===== src/rtl/seq_comparator_if.sv =====
// ---------------------------------------------------------------------------
// seq_comparator_if
//   Request/response bundle between a requester (master) and the
//   sequential comparator (slave).
//
//   Handshake: the master raises start with in0/in1/mode valid; the slave
//   accepts it only on a rising edge where busy=0.  A start seen while
//   busy=1 is dropped, not queued.  The result is valid in the single cycle
//   where done=1 and stays on result until the next accepted start.
//
//   Signals
//     start   master->slave  request a comparison
//     in0     master->slave  first operand  (WIDTH bits)
//     in1     master->slave  second operand (WIDTH bits)
//     mode    master->slave  00 eq, 01 ltu, 10 lt (signed), 11 ne
//     busy    slave->master  comparison in progress
//     done    slave->master  one-cycle completion pulse
//     result  slave->master  comparison outcome
// ---------------------------------------------------------------------------
interface seq_comparator_if #(
    parameter int WIDTH = 32
);
    logic             start;
    logic [WIDTH-1:0] in0;
    logic [WIDTH-1:0] in1;
    logic [1:0]       mode;
    logic             busy;
    logic             done;
    logic             result;

    modport master (
        output start, in0, in1, mode,
        input  busy, done, result
    );

    modport slave (
        input  start, in0, in1, mode,
        output busy, done, result
    );
endinterface


===== src/rtl/seq_comparator.sv =====
// ---------------------------------------------------------------------------
// seq_comparator
//   Compares two WIDTH-bit operands CHUNK bits per cycle, most significant
//   chunk first, stopping as soon as a differing chunk decides the outcome.
//   Modes: 00 eq, 01 ltu (unsigned in0 < in1), 10 lt (signed), 11 ne.
//
//   Ports
//     clk        rising-edge clock
//     rst_n      asynchronous active-low reset
//     bus        seq_comparator_if slave (start/in0/in1/mode in,
//                busy/done/result out)
//     dbg_state  current FSM state (0 IDLE, 1 CMP, 2 DONE) for observation
// ---------------------------------------------------------------------------
module seq_comparator #(
    parameter int WIDTH = 32,
    parameter int CHUNK = 4
) (
    input  logic                clk,
    input  logic                rst_n,
    seq_comparator_if.slave     bus,
    output logic [1:0]          dbg_state
);
    localparam int N     = WIDTH / CHUNK;
    localparam int IDX_W = (N > 1) ? $clog2(N) : 1;

    // Flipping the sign bit of both operands maps two's-complement order
    // onto unsigned order, so one unsigned chunk compare serves both modes.
    localparam logic [WIDTH-1:0] SIGN_MASK = {1'b1, {(WIDTH-1){1'b0}}};
    localparam logic [IDX_W-1:0] IDX_TOP   = IDX_W'(N - 1);

    typedef enum logic [1:0] {
        IDLE = 2'd0,
        CMP  = 2'd1,
        DONE = 2'd2
    } state_t;

    state_t           state;
    state_t           state_nx;

    logic [WIDTH-1:0] a_q;
    logic [WIDTH-1:0] b_q;
    logic [1:0]       mode_q;
    logic [IDX_W-1:0] idx_q;
    logic             result_q;

    logic [CHUNK-1:0] slice_a;
    logic [CHUNK-1:0] slice_b;
    logic             differ;
    logic             last;
    logic             outcome;

    // Current chunk under examination and the decision it implies.
    always_comb begin
        slice_a = a_q[int'(idx_q) * CHUNK +: CHUNK];
        slice_b = b_q[int'(idx_q) * CHUNK +: CHUNK];
        differ  = (slice_a != slice_b);
        last    = (idx_q == '0);
        case (mode_q)
            2'b00:   outcome = ~differ;
            2'b11:   outcome = differ;
            default: outcome = differ & (slice_a < slice_b);
        endcase
    end

    // State register.
    always_ff @(posedge clk or negedge rst_n) begin
        if (!rst_n) begin
            state <= IDLE;
        end else begin
            state <= state_nx;
        end
    end

    // Next-state logic.
    always_comb begin
        state_nx = state;
        case (state)
            IDLE: begin
                if (bus.start) begin
                    state_nx = CMP;
                end
            end
            CMP: begin
                if (differ || last) begin
                    state_nx = DONE;
                end
            end
            DONE:    state_nx = IDLE;
            default: state_nx = IDLE;
        endcase
    end

    // Operand latch, chunk index and result register.  Operands and mode
    // are captured only on the accepting edge; later input changes and
    // starts during CMP/DONE leave them untouched.
    always_ff @(posedge clk or negedge rst_n) begin
        if (!rst_n) begin
            a_q      <= '0;
            b_q      <= '0;
            mode_q   <= '0;
            idx_q    <= '0;
            result_q <= 1'b0;
        end else begin
            case (state)
                IDLE: begin
                    if (bus.start) begin
                        if (bus.mode == 2'b10) begin
                            a_q <= bus.in0 ^ SIGN_MASK;
                            b_q <= bus.in1 ^ SIGN_MASK;
                        end else begin
                            a_q <= bus.in0;
                            b_q <= bus.in1;
                        end
                        mode_q <= bus.mode;
                        idx_q  <= IDX_TOP;
                    end
                end
                CMP: begin
                    if (differ || last) begin
                        result_q <= outcome;
                    end else begin
                        idx_q <= idx_q - 1'b1;
                    end
                end
                default: begin
                end
            endcase
        end
    end

    assign bus.busy   = (state != IDLE);
    assign bus.done   = (state == DONE);
    assign bus.result = result_q;
    assign dbg_state  = state;

endmodule


===== src/flat_wrapper.sv =====
// flat-port wrapper written by rule: the top's interface ports become plain ports
module seq_comparator_flat 
#(
    parameter int WIDTH = 32,
    parameter int CHUNK = 4
)
  (clk, rst_n, dbg_state, bus_start, bus_in0, bus_in1, bus_mode, bus_busy, bus_done, bus_result);
  seq_comparator_if #(.WIDTH(WIDTH)) bus_i ();
  input  logic clk;
  input  logic rst_n;
  output logic [1:0] dbg_state;
  input wire logic [$bits(bus_i.start)-1:0] bus_start;
  input wire logic [$bits(bus_i.in0)-1:0] bus_in0;
  input wire logic [$bits(bus_i.in1)-1:0] bus_in1;
  input wire logic [$bits(bus_i.mode)-1:0] bus_mode;
  output wire logic [$bits(bus_i.busy)-1:0] bus_busy;
  output wire logic [$bits(bus_i.done)-1:0] bus_done;
  output wire logic [$bits(bus_i.result)-1:0] bus_result;
  assign bus_i.start = bus_start;
  assign bus_i.in0 = bus_in0;
  assign bus_i.in1 = bus_in1;
  assign bus_i.mode = bus_mode;
  assign bus_busy = bus_i.busy;
  assign bus_done = bus_i.done;
  assign bus_result = bus_i.result;
  seq_comparator #(.WIDTH(WIDTH), .CHUNK(CHUNK)) u_core (.clk(clk), .rst_n(rst_n), .bus(bus_i), .dbg_state(dbg_state));
endmodule

===== config.mk =====
export PLATFORM = sky130hd
export DESIGN_NAME = seq_comparator_flat
export DESIGN_NICKNAME = d
export VERILOG_FILES = /design/src/rtl/seq_comparator_if.sv /design/src/rtl/seq_comparator.sv /design/src/flat_wrapper.sv
export SDC_FILE = /design/constraint.sdc
export NUM_CORES = 1
export LEC_CHECK = 0
export ABC_AREA = 1
export CAP_MARGIN = 20
export CORE_ASPECT_RATIO = 1.25
export CORE_UTILIZATION = 40
export DETAILED_ROUTE_END_ITERATION = 6
export PLACE_DENSITY = 0.67
export SYNTH_ARGS = -nofsm -noshare
export SYNTH_HDL_FRONTEND = slang
export SYNTH_SLANG_ARGS = --single-unit
export TNS_END_PERCENT = 30

===== constraint.sdc =====
create_clock -name clk -period 5.2 [get_ports clk]
set_clock_uncertainty 0.1 [all_clocks]
set_input_delay 1.04 -clock clk [delete_from_list [all_inputs] [get_ports clk]]
set_output_delay 1.04 -clock clk [all_outputs]
set_load 0.01 [all_outputs]

==> results.md, run 1 <==
Yosys:
- The number of enable flip-flop cells after synthesis is 0.
- Sequential elements use 50.4% of the synthesized area.
- The flip-flop and latch count after synthesis is 72.
- By instance count, the leading cell after synthesis is nand2_1.
- By area the synthesized netlist is led by dfrtp_1 50%, nand2_1 24%, nor2_1 6.0%.
- After synthesis, the share of flip-flops with an asynchronous set or reset is 100%.
- Counting every net in the synthesized netlist gives 546.
- The largest total area in the synthesized netlist belongs to dfrtp_1.
- The leading register cell type out of synthesis is dfrtp_1.
- After synthesis, the largest area contributor takes up 50.4% of total cell area.
- The average cell area after synthesis is 7.62 sq um.
- The yosys synthesis warning count is 0.
- After synthesis the cells add up to 3580 sq um.
- The number of cells produced by synthesis is 469.
- The number of distinct library cells after synthesis is 21.
- The commonest cells after synthesis are 228 x nand2_1, 72 x dfrtp_1, 57 x nor2_1.

Route:
- For this run, design rule violations remaining after detail routing come to 0.
- In this run the remaining antenna-violating nets after routing total 0.
- After detailed routing, the average wire length per cell comes to 12.3 microns.
- The violation count after the first detailed-routing iteration is 183.
- The sum of routed wire length over all layers is 8080 microns.
- Dividing the detail-routed via count by the number of cells gives 4.74.
- Summing over every cut layer, the via total after detailed routing is 3105.
- The number of detailed-route iterations in the first pass is 4.

Setup path:
- The data arrival time of the worst path is 3340 ps.
- The endpoint type of the worst setup path is a flip-flop.
- The signal on the critical path passes through clkdlybuf4s50_1 > nand2_4 > clkinv_2 > o21ai_0.
- The peak fanout along the critical path is 70.
- The standard cell with the maximum stage delay on the critical path is clkinv_2.
- The worst setup path is launched from an input pin.
- The delay contributed by the slowest stage of the critical path is 890 ps.
- STA puts the critical path data required time at 5350 ps.
- The critical path is of the input pin to flip-flop type.

Final layout:
- Of the cells placed in the final design, the portion with a size suffix greater than 1 is 4.67%.
- The final layout net count is 607.
- The antenna diode count is 0.
- With fillers left out, the area of the finished cells amounts to 4500 sq um.
- The area overhead of the layout relative to synthesis is 25.8%.

Placement:
- The worst slack after detailed placement is 1610 ps.
- The post-DP HPWL is 5350 microns.
- In this run the cell area measured after placement is 4280 sq um.
- The number of buffers inserted by port buffering is 73.
- The final weighted congestion of routability-driven global placement is 0.749.

CTS:
- The number of buffers created by CTS is 9.
- The clock tree root driver cell is clkbuf_8.
- The number of buffers added for setup after CTS is 0.
- The clock latency of the later-clocked register in the worst-skew pair is 360 ps.
- No sink is reached through more buffers than the 2 on the longest clock path.
- After clock tree synthesis, the clock-pin slew on the worst setup and hold paths is 70 ps.
- The number of buffers inserted by hold repair at cts is 0.
- The quantity of gates resized following cts is 0.
- The clock sink count is 72.
- The total number of H-tree levels is 3.
- TritonCTS built the clock tree.

GRT:
- The number of antenna violations at the first check in global routing was 0.
- The total global-route track usage is 19.4%.
- The total overflow left after global routing is 0.
- The wire length of the first global-routing pass is 14000 microns.
- Entering global routing, the biggest net connects 71 pins.
- The number of global-route vias before repair is 3239.

Flow run:
- The count of maximum capacitance violations is 0.

Timing:
- The final number of hold-violating endpoints is 0.
- Across all setup checks in the final design, the least slack found is 2010 ps.
- The final-layout setup total negative slack is 0 ps.
- Subtracting the final worst setup slack from the clock period gives 3190 ps.
- The number of max-slew violations in the final report is 0.
- Setup repair after global routing left no endpoint under its margin.
- The worst pin sits at a relative slew slack of 28.6%.
- The setup violation total in the final timing report is 0.
- The highest achievable clock rate is 314 MHz.
- Dividing the final minimum period by the clock period gives 61.3%.
- The transition at the pin with the smallest max-transition slack is 1070 ps.

Die:
- The initial utilization of the core area, before any placement, comes to 41.1%.
- The area of the die is 9320 sq um.
- 74 I/O pins were placed.
- The vertical extent of the die is 108 microns.
- The area inside the core boundary is 8700 sq um.
- In this run the core area contains 38 standard-cell rows.
- Measured along the x axis, the die boundary spans 86.6 microns.

Power and ir drop:
- Summed over all cells, the static leakage comes to 0.00226 uW.
- Dividing total power by cell area gives a power density of 584 nW/um^2.
- The worst vdd rail ir drop is 195 uV.

Min path:
- The min-delay analysis places its worst path in the category flip-flop to flip-flop.

Status:
- The run finished with clean final reports.
==> kinds of logic after synthesis <==
family / share of synthesized area [%]
compound gates: 8.26
xor+xnor: 0.490
buf+inv: 7.03
simple gates: 31.0
flops: 50.4
fa+ha+maj: 2.80
==> flip-flops by register name, indices dropped and copies added, names as in the netlist <==
| name | count |
|---|---|
| u_core.idx_q | 3 |
| u_core.bus.result | 1 |
| u_core.b_q | 32 |
| u_core.a_q | 32 |
| u_core.mode_q | 2 |
| u_core.dbg_state | 2 |
==> where the power goes <==
group	switching (uW)	total (uW)	leakage, uW	internal [uW]
registers	185	1010	0.000884	828
logic	674	1120	0.00127	448
clock network	209	490	0.000112	280
==> worst max-delay path, delay by kind of cell <==
kind	cells	cell delay, ps
AOI/OAI and AO/OA	1	390
buffers and inverters	2	1330
and+or+nand+nor	1	520
==> path summary, 6_finish.rpt <==
path	cells past startpoint	end	start	slack, ps
max in group asynchronous	2	u_core.a_q[21]	rst_n	3360
min in group asynchronous	1	u_core.b_q[5]	rst_n	660
min	2	u_core.b_q[26]	u_core.b_q[26]	370
max reg2reg	9	u_core.idx_q[2]	u_core.idx_q[1]	2350
max	4	u_core.mode_q[1]	bus_start	2010
min reg2reg	2	u_core.b_q[26]	u_core.b_q[26]	370
==> cell usage in the layout, fill, tap and decap left out <==
master / instances
clkdlybuf4s50_1: 72
nor2_1: 57
nand2_1: 228
nor2_2: 1
nand3_1: 2
clkinvlp_4: 1
xor2_1: 2
or2_2: 1
o21ai_1: 5
clkbuf_8: 10
bufinv_16: 2
o211ai_1: 8
ha_1: 8
inv_1: 14
o21ai_0: 42
buf_4: 2
clkinv_2: 4
buf_2: 1
nand2_2: 1
dfrtp_1: 72
nand2_4: 1
inv_2: 1
==> routing by layer <==
metal	global-route usage [%]	up-vias	wire length [microns]
met4	9.29	0	179
met2	35.2	52	4200
met3	2.45	14	193
met5	0	-	0
met1	22.4	1473	3510
li1	-	1566	-
==> metrics by stage <==
step	total power, uW	hold slack [ps]	utilization (%)	instances
CTS	2660	383	51.7	655
finish	2630	374	51.7	655
floorplan	1880	344	-	469
detailed placement	2160	363	49.2	639
global placement	2110	357	49.2	639
global route	2900	401	51.7	655
==> cell type report <==
class	count	area, sq um
clock buffers	10	138
fillers	871	4200
well taps	120	150
inverters	16	61.3
clock inverters	6	82.6
repair buffers	75	741
multi-input cells	356	1520
flip-flops and latches	72	1800
Power figures use the tool's default switching activity.
==> run 2, diff against run 1 <==
Settings changed: PLACE_DENSITY 0.67 to 0.69.
Clock period 5.2 ns to 2.9 ns, I/O delays scaled along.
==> run 2 against run 1 <==
Routed wire length decreased by 1.7%. Worst hold slack lost 140 ps. Clock power increased by 130%. Cell count is 0.61% higher. Core utilization up 1.3 points. Via count fell by 0.52%. Non-clock buffer count up 4. Die area did not move. Sequential power grew 84%. Critical path type is now flip-flop to flip-flop. Largest cell class unchanged.
==> results.md, run 2 (synthesis gave the netlist of run 1 again) <==
Route:
- The routed layout has 3089 vias.
- The violation count after the first detailed-routing iteration is 228.
- The uppermost metal layer occupied by signal nets is met4.
- Using the TritonRoute via totals, the vias-per-cell ratio works out to 4.69.
- In this run the remaining antenna-violating nets after routing total 0.
- Detailed routing placed a total of 236 microns of wire on met3.
- The pre-antenna-repair detailed-routing pass consisted of 4 iterations.
- The average wire per standard cell is 12.0 microns.
- The routed metal-1 wirelength is 3520 microns.
- For this block, the routed nets add up to 7940 microns of wire.
- The wire length on met2 is 4110 microns.
- After detailed routing, the number of remaining DRC violations is 0.

Die:
- The die is 108 microns tall.
- The floorplan has 38 rows.
- The area of the die is 9320 sq um.
- In this run the horizontal extent of the chip is 86.6 microns.
- For this configuration, the core starts out at a cell density of 41.1%.
- The top-level I/O count is 74.
- The area inside the core boundary is 8700 sq um.

Timing:
- The shortest clock period the worst path allows after layout is 2520 ps.
- The number of max-slew violations in the final report is 0.
- In this run the tightest slew margin relative to its limit is 44.2%.
- The tightest hold margin is 232 ps.
- Setup repair after global routing left no endpoint under its margin.
- The transition at the pin with the smallest max-transition slack is 837 ps.
- The setup violation total in the final timing report is 0.
- The final number of hold-violating endpoints was 0.
- The highest achievable clock rate is 396 MHz.
- For the final routed database, the setup TNS stands at 0 ps.
- The worst path uses 87.0% of the clock period.

CTS:
- After clock tree synthesis, the clock-pin slew on the worst setup and hold paths is 80 ps.
- The number of buffers created by CTS is 9.
- The clock sink count is 72.
- After clock tree synthesis, the setup repair step added 0 buffers.
- For the worst-skew pair, the clock arrives at the later sink with an insertion delay of 340 ps.
- The TritonCTS clock tree is done.
- The H-tree generated during clock tree synthesis spans 3 levels.
- The maximum clock path buffer count is 2.
- Clock tree synthesis selected as its root buffer the cell clkbuf_8.

Power and ir drop:
- The power per unit of standard cell area is 1080 nW/um^2.
- The leakage power total is 0.00231 uW.
- The total chip power is 4990 uW.
- IR analysis of the VDD net gives a maximum drop of 377 uV.

Final layout:
- The final cell count without fillers is 659.
- The filler cell count in the final layout is 856.
- 0 antenna diodes ended up in the layout.
- The library cells used most frequently in the layout, excluding fill and tap cells, are 228 x nand2_1, 72 x clkdlybuf4s50_1, 71 x dfrtp_1, 57 x nor2_1, 42 x o21ai_0.
- The area overhead of the layout relative to synthesis is 28.9%.
- Leaving out fill and tap cells, the most frequent cell in the layout is nand2_1.
- The share of layout cells above drive strength 1 is 5.57%.
- In the final layout, the registers with the most flip-flops are u_core.a_q (32), u_core.b_q (32), u_core.idx_q (3).
- At the end of the flow, the number of nets in the layout was 611.

Setup path:
- The peak fanout along the critical path is 35.
- The depth of the worst register-to-register path is 11.
- The setup slack of the worst register-to-register path is 380 ps.
- The required time of the worst setup path is 3050 ps.
- In this run the critical register-to-register path is launched from u_core.idx_q[0].
- For the worst setup path, the data arrival time is 2680 ps.
- The type of the worst setup path is flip-flop to flip-flop.
- STA classifies the critical path startpoint as a flip-flop.
- The endpoint of the worst-slack reg-to-reg timing path is u_core.idx_q[1].
- The endpoint type of the worst setup path is a flip-flop.

GRT:
- The residual overflow from global routing is 0.
- The number of antenna violations at the first check in global routing is 0.
- The total global-route track usage is 18.6%.
- The wire length of the first global-routing pass is 13500 microns.
- The pin count of the biggest net entering global routing is 47.
- The number of global-route vias before repair is 3057.

Placement:
- The number of buffers inserted by port buffering is 73.
- Including well taps, the total number of placed cells is 643.
- Routability-driven placement finished with a final weighted congestion of 0.859.
- The post-DP HPWL is 5710 microns.

Flow run:
- The count of maximum capacitance violations is 0.

Min path:
- The worst hold path class is input pin to async pin.

Status:
- The run finished with clean final reports.
==> run 2: timing repair <==
item,in CTS,in global routing
gates resized for setup,0,1
hold buffers,0,0
endpoints found under the hold margin,0,0
endpoints found under the setup margin,0,4
==> run 2: per-layer routing <==
layer | global-route usage, % | vias up
met2 | 32.0 | 55
met5 | 0 | -
met1 | 23.2 | 1452
met3 | 4.06 | 4
li1 | - | 1578
met4 | 5.95 | 0
==> run 2: power by group <==
group / switching, uW / internal, uW / total [uW]
clock network: 386 / 748 / 1130
logic: 1190 / 818 / 2000
registers: 368 / 1490 / 1860
==> run 2: how the worst max path moves through the flow <==
stage / end / start / slack (ps)
3_3_place_gp: u_core.idx_q[2] / u_core.idx_q[1] / 350
5_1_grt: u_core.idx_q[1] / u_core.idx_q[0] / 130
6_report: u_core.idx_q[1] / u_core.idx_q[0] / 380
4_1_cts: u_core.idx_q[2] / u_core.idx_q[1] / 210
3_5_place_dp: u_core.idx_q[2] / u_core.idx_q[1] / 260
2_1_floorplan: u_core.idx_q[2] / u_core.idx_q[0] / 870
==> run 2: stage by stage <==
| step | worst slack [ps] | utilization [%] | area (sq um) |
|---|---|---|---|
| finish | 378 | 53.0 | 4610 |
| global route | 127 | 53.0 | 4610 |
| CTS | 207 | 53.0 | 4610 |
| detailed placement | 261 | 49.6 | 4320 |
| global placement | 353 | 49.6 | 4320 |
| floorplan | 873 | - | 3580 |
==> run 2: critical path, cell delays in order, from the launching register on <==
cell and delay [ps]:
dfrtp_1 410, inv_2 410, o21ai_0 270, o211ai_1 140
nand2_1 70, ha_1 290, nand2_1 70, nor2_1 230
nand3_1 150, nand2_2 140, nand2_1 70, o21ai_0 70
==> run 2: area by class of cell <==
type | instances | area (sq um) | area share (%)
Clock inverter | 7 | 166 | 3.61
Sequential cell | 72 | 1800 | 39.1
Multi-Input combinational cell | 356 | 1520 | 33.0
Clock buffer | 9 | 124 | 2.69
Inverter | 16 | 61.3 | 1.33
Tap cell | 120 | 150 | 3.26
Timing Repair Buffer | 79 | 783 | 17.0
==> run 3, diff against run 2 <==
Settings changed: CORE_UTILIZATION 40 to 46, MAX_ROUTING_LAYER set to met4, PLACE_DENSITY 0.69 to 0.78.
==> run 3 against run 2 <==
Power down 6.3%. Setup slack better by 110 ps. Die area fell by 13%. Core utilization is 7.3 points higher. Clock-buffer cell count unchanged. Sequential share of layout area grew 1.1 points. Fmax increased by 4.7%. Non-clock buffer count increased by 1. Routed wire length is 1.2% higher. Register-to-register slack better by 110 ps. Sequential cell count is the same. Sequential power shrank 3%.
==> results.md, run 3 (synthesis gave the netlist of run 1 again) <==
Route:
- In this run, the number of DRC markers left after iteration 0 of detailed routing was 202.
- The vias per cell is 4.97.
- The count of nets left with antenna violations after detail routing is 0.
- The total number of vias is 3143.
- The first detailed-routing pass took 5 iterations.
- The average wire per standard cell is 12.7 microns.
- For this block, the routed nets add up to 8040 microns of wire.
- The DRC violation count after routing is 0.

Placement:
- Once detailed placement completed, the half-perimeter wirelength came to 5640 microns.
- During placement, the flow inserted port buffers numbering 73.
- After detailed placement, the total cell area comes to 4290 sq um.
- Routability-driven placement finished with a final weighted congestion of 0.889.

Timing:
- The worst slew margin relative to its limit is 49.4%.
- The shortest clock period the worst path allows after layout is 2410 ps.
- Setup repair after global routing left no endpoint under its margin.
- The post-route fraction of the period consumed by the critical path is 83.1%.
- The setup violation total in the final timing report is 0.
- For the pin with the worst max-slew slack, the measured transition is 760 ps.
- Adding up every negative setup slack in the final design gives 0 ps.
- The tightest hold margin is 192 ps.
- The final number of hold-violating endpoints is 0.
- The number of max-slew violations in the final report is 0.
- The highest achievable clock rate is 415 MHz.

Die:
- The region available for standard cell placement spans 7440 sq um.
- The die boundary width is 80.9 microns.
- Once the floorplan was initialized, standard cells occupied 48.0% of the core.
- The vertical extent of the die is 101 microns.
- The top-level I/O count is 74.
- The number of placement rows is 35.
- The area of the die is 8130 sq um.

Setup path:
- For flop-to-flop paths, the worst setup slack is 490 ps.
- The depth of the worst register-to-register path is 11.
- The category of the worst setup path launch point is a flip-flop.
- For the worst setup path, the data required time is 3080 ps.
- The data arrival time of the worst path is 2590 ps.
- The worst flop-to-flop path startpoint is u_core.idx_q[0].
- The peak fanout along the critical path is 35.
- The type of the worst setup path is flip-flop to flip-flop.
- The endpoint identified for the worst register-to-register timing path is u_core.idx_q[0].
- The endpoint type of the worst setup path is a flip-flop.

Final layout:
- The library cell used most frequently in the layout, excluding fill and tap cells, is nand2_1.
- In the layout the commonest cells are 228 x nand2_1, 72 x clkdlybuf4s50_1, 72 x dfrtp_1, 57 x nor2_1, 42 x o21ai_0.
- The finished cells cover 4490 sq um.
- After filler insertion, the fill cell instance count of the layout stands at 724.
- The largest registers in the layout are u_core.a_q (32), u_core.b_q (32), u_core.idx_q (3).
- At the end of the flow, the number of nets in the layout was 612.
- Relative to the synthesized area, the layout overhead comes to 25.5%.
- The post-route netlist has 5.56% of its cells at a drive strength greater than 1.
- The antenna diode count is 0.

Power and ir drop:
- In this run the power density over the cells is 1040 nW/um^2.
- The leakage power total is 0.00227 uW.
- The worst vdd rail ir drop is 606 uV.
- The total chip power is 4680 uW.

GRT:
- Global routing consumed, over all layers together, 23.3% of the routing resources.
- Global routing finished with a remaining overflow of 0.
- The wire length of the first global-routing pass is 13900 microns.
- The number of global-route vias before repair was 3117.
- The pin count of the biggest net entering global routing is 43.
- The number of antenna violations at the first check in global routing was 0.

CTS:
- The number of buffers inserted by hold repair at cts is 0.
- CTS placed an instance of clkbuf_8 at the clock tree root.
- The quantity of gates resized following cts is 0.
- The maximum clock path buffer count is 2.
- The clock latency of the later-clocked register in the worst-skew pair is 350 ps.
- The clock edge transition at the registers on the reported setup and hold paths is 80 ps.
- The TritonCTS clock tree is done.
- The clock sink count is 72.
- Buffers added to address setup during post-CTS repair amount to 0.
- The H-tree was split into 3 levels.
- TritonCTS created 9 clock buffers.

Min path:
- The worst hold path class is input pin to async pin.

Flow run:
- The count of maximum capacitance violations is 0.

Status:
- The run finished with clean final reports.
-- run 3: cell count changes in the layout (fill, tap and decap cells not counted) --
| cell | change |
|---|---|
| dfrtp_1 | +1 |
| bufinv_16 | -4 |
| dfrtp_2 | -1 |
| clkinvlp_4 | +2 |
| buf_4 | +1 |
| clkinv_2 | +2 |
-- run 3: worst max path at each step --
stage          cells after the start  slack (ps)       startpoint         endpoint
6_report                          11         490  u_core.idx_q[0]  u_core.idx_q[0]
5_1_grt                           11         240  u_core.idx_q[0]  u_core.idx_q[1]
4_1_cts                           11         500  u_core.idx_q[0]  u_core.idx_q[0]
3_5_place_dp                      10         510  u_core.idx_q[0]  u_core.idx_q[2]
3_3_place_gp                      10         600  u_core.idx_q[0]  u_core.idx_q[2]
2_1_floorplan                     12         870  u_core.idx_q[0]  u_core.idx_q[2]
-- run 3: area by class of cell --
cell class	count	area, sq um	area share (%)
flip-flops and latches	72	1800	40.2
multi-input cells	356	1520	33.9
repair buffers	80	791	17.6
clock buffers	9	124	2.76
well taps	92	115	2.57
clock inverters	7	71.3	1.59
inverters	16	61.3	1.37
-- run 3: critical path, cell delays in order, from the launching register on --
cell,delay [ps]
dfrtp_1,410
inv_2,400
o21ai_0,200
o211ai_1,150
nand2_1,90
ha_1,290
nand2_1,60
nor2_1,200
nand3_1,150
nand2_2,130
nor2_1,70
nor2_1,90
-- run 3: metal layers --
metal,GRT usage (%),vias to the layer above,wire (microns)
li1,-,1580,-
met1,27.9,1464,3350
met2,37.7,82,4120
met3,3.26,17,371
met4,12.4,0,196
met5,-,-,0
-- run 3: metrics by stage --
| step | utilization, % | setup slack (ps) | cells |
|---|---|---|---|
| CTS | 60.3 | 499 | 632 |
| detailed placement | 57.6 | 506 | 616 |
| finish | 60.3 | 491 | 632 |
| floorplan | - | 873 | 469 |
| global route | 60.3 | 240 | 632 |
| global placement | 57.6 | 603 | 616 |
-- run 3: power by group --
group | switching, uW | leakage (uW) | internal, uW
registers | 310 | 0.000884 | 1490
logic | 1270 | 0.00129 | 826
clock network | 389 | 0.0000916 | 396
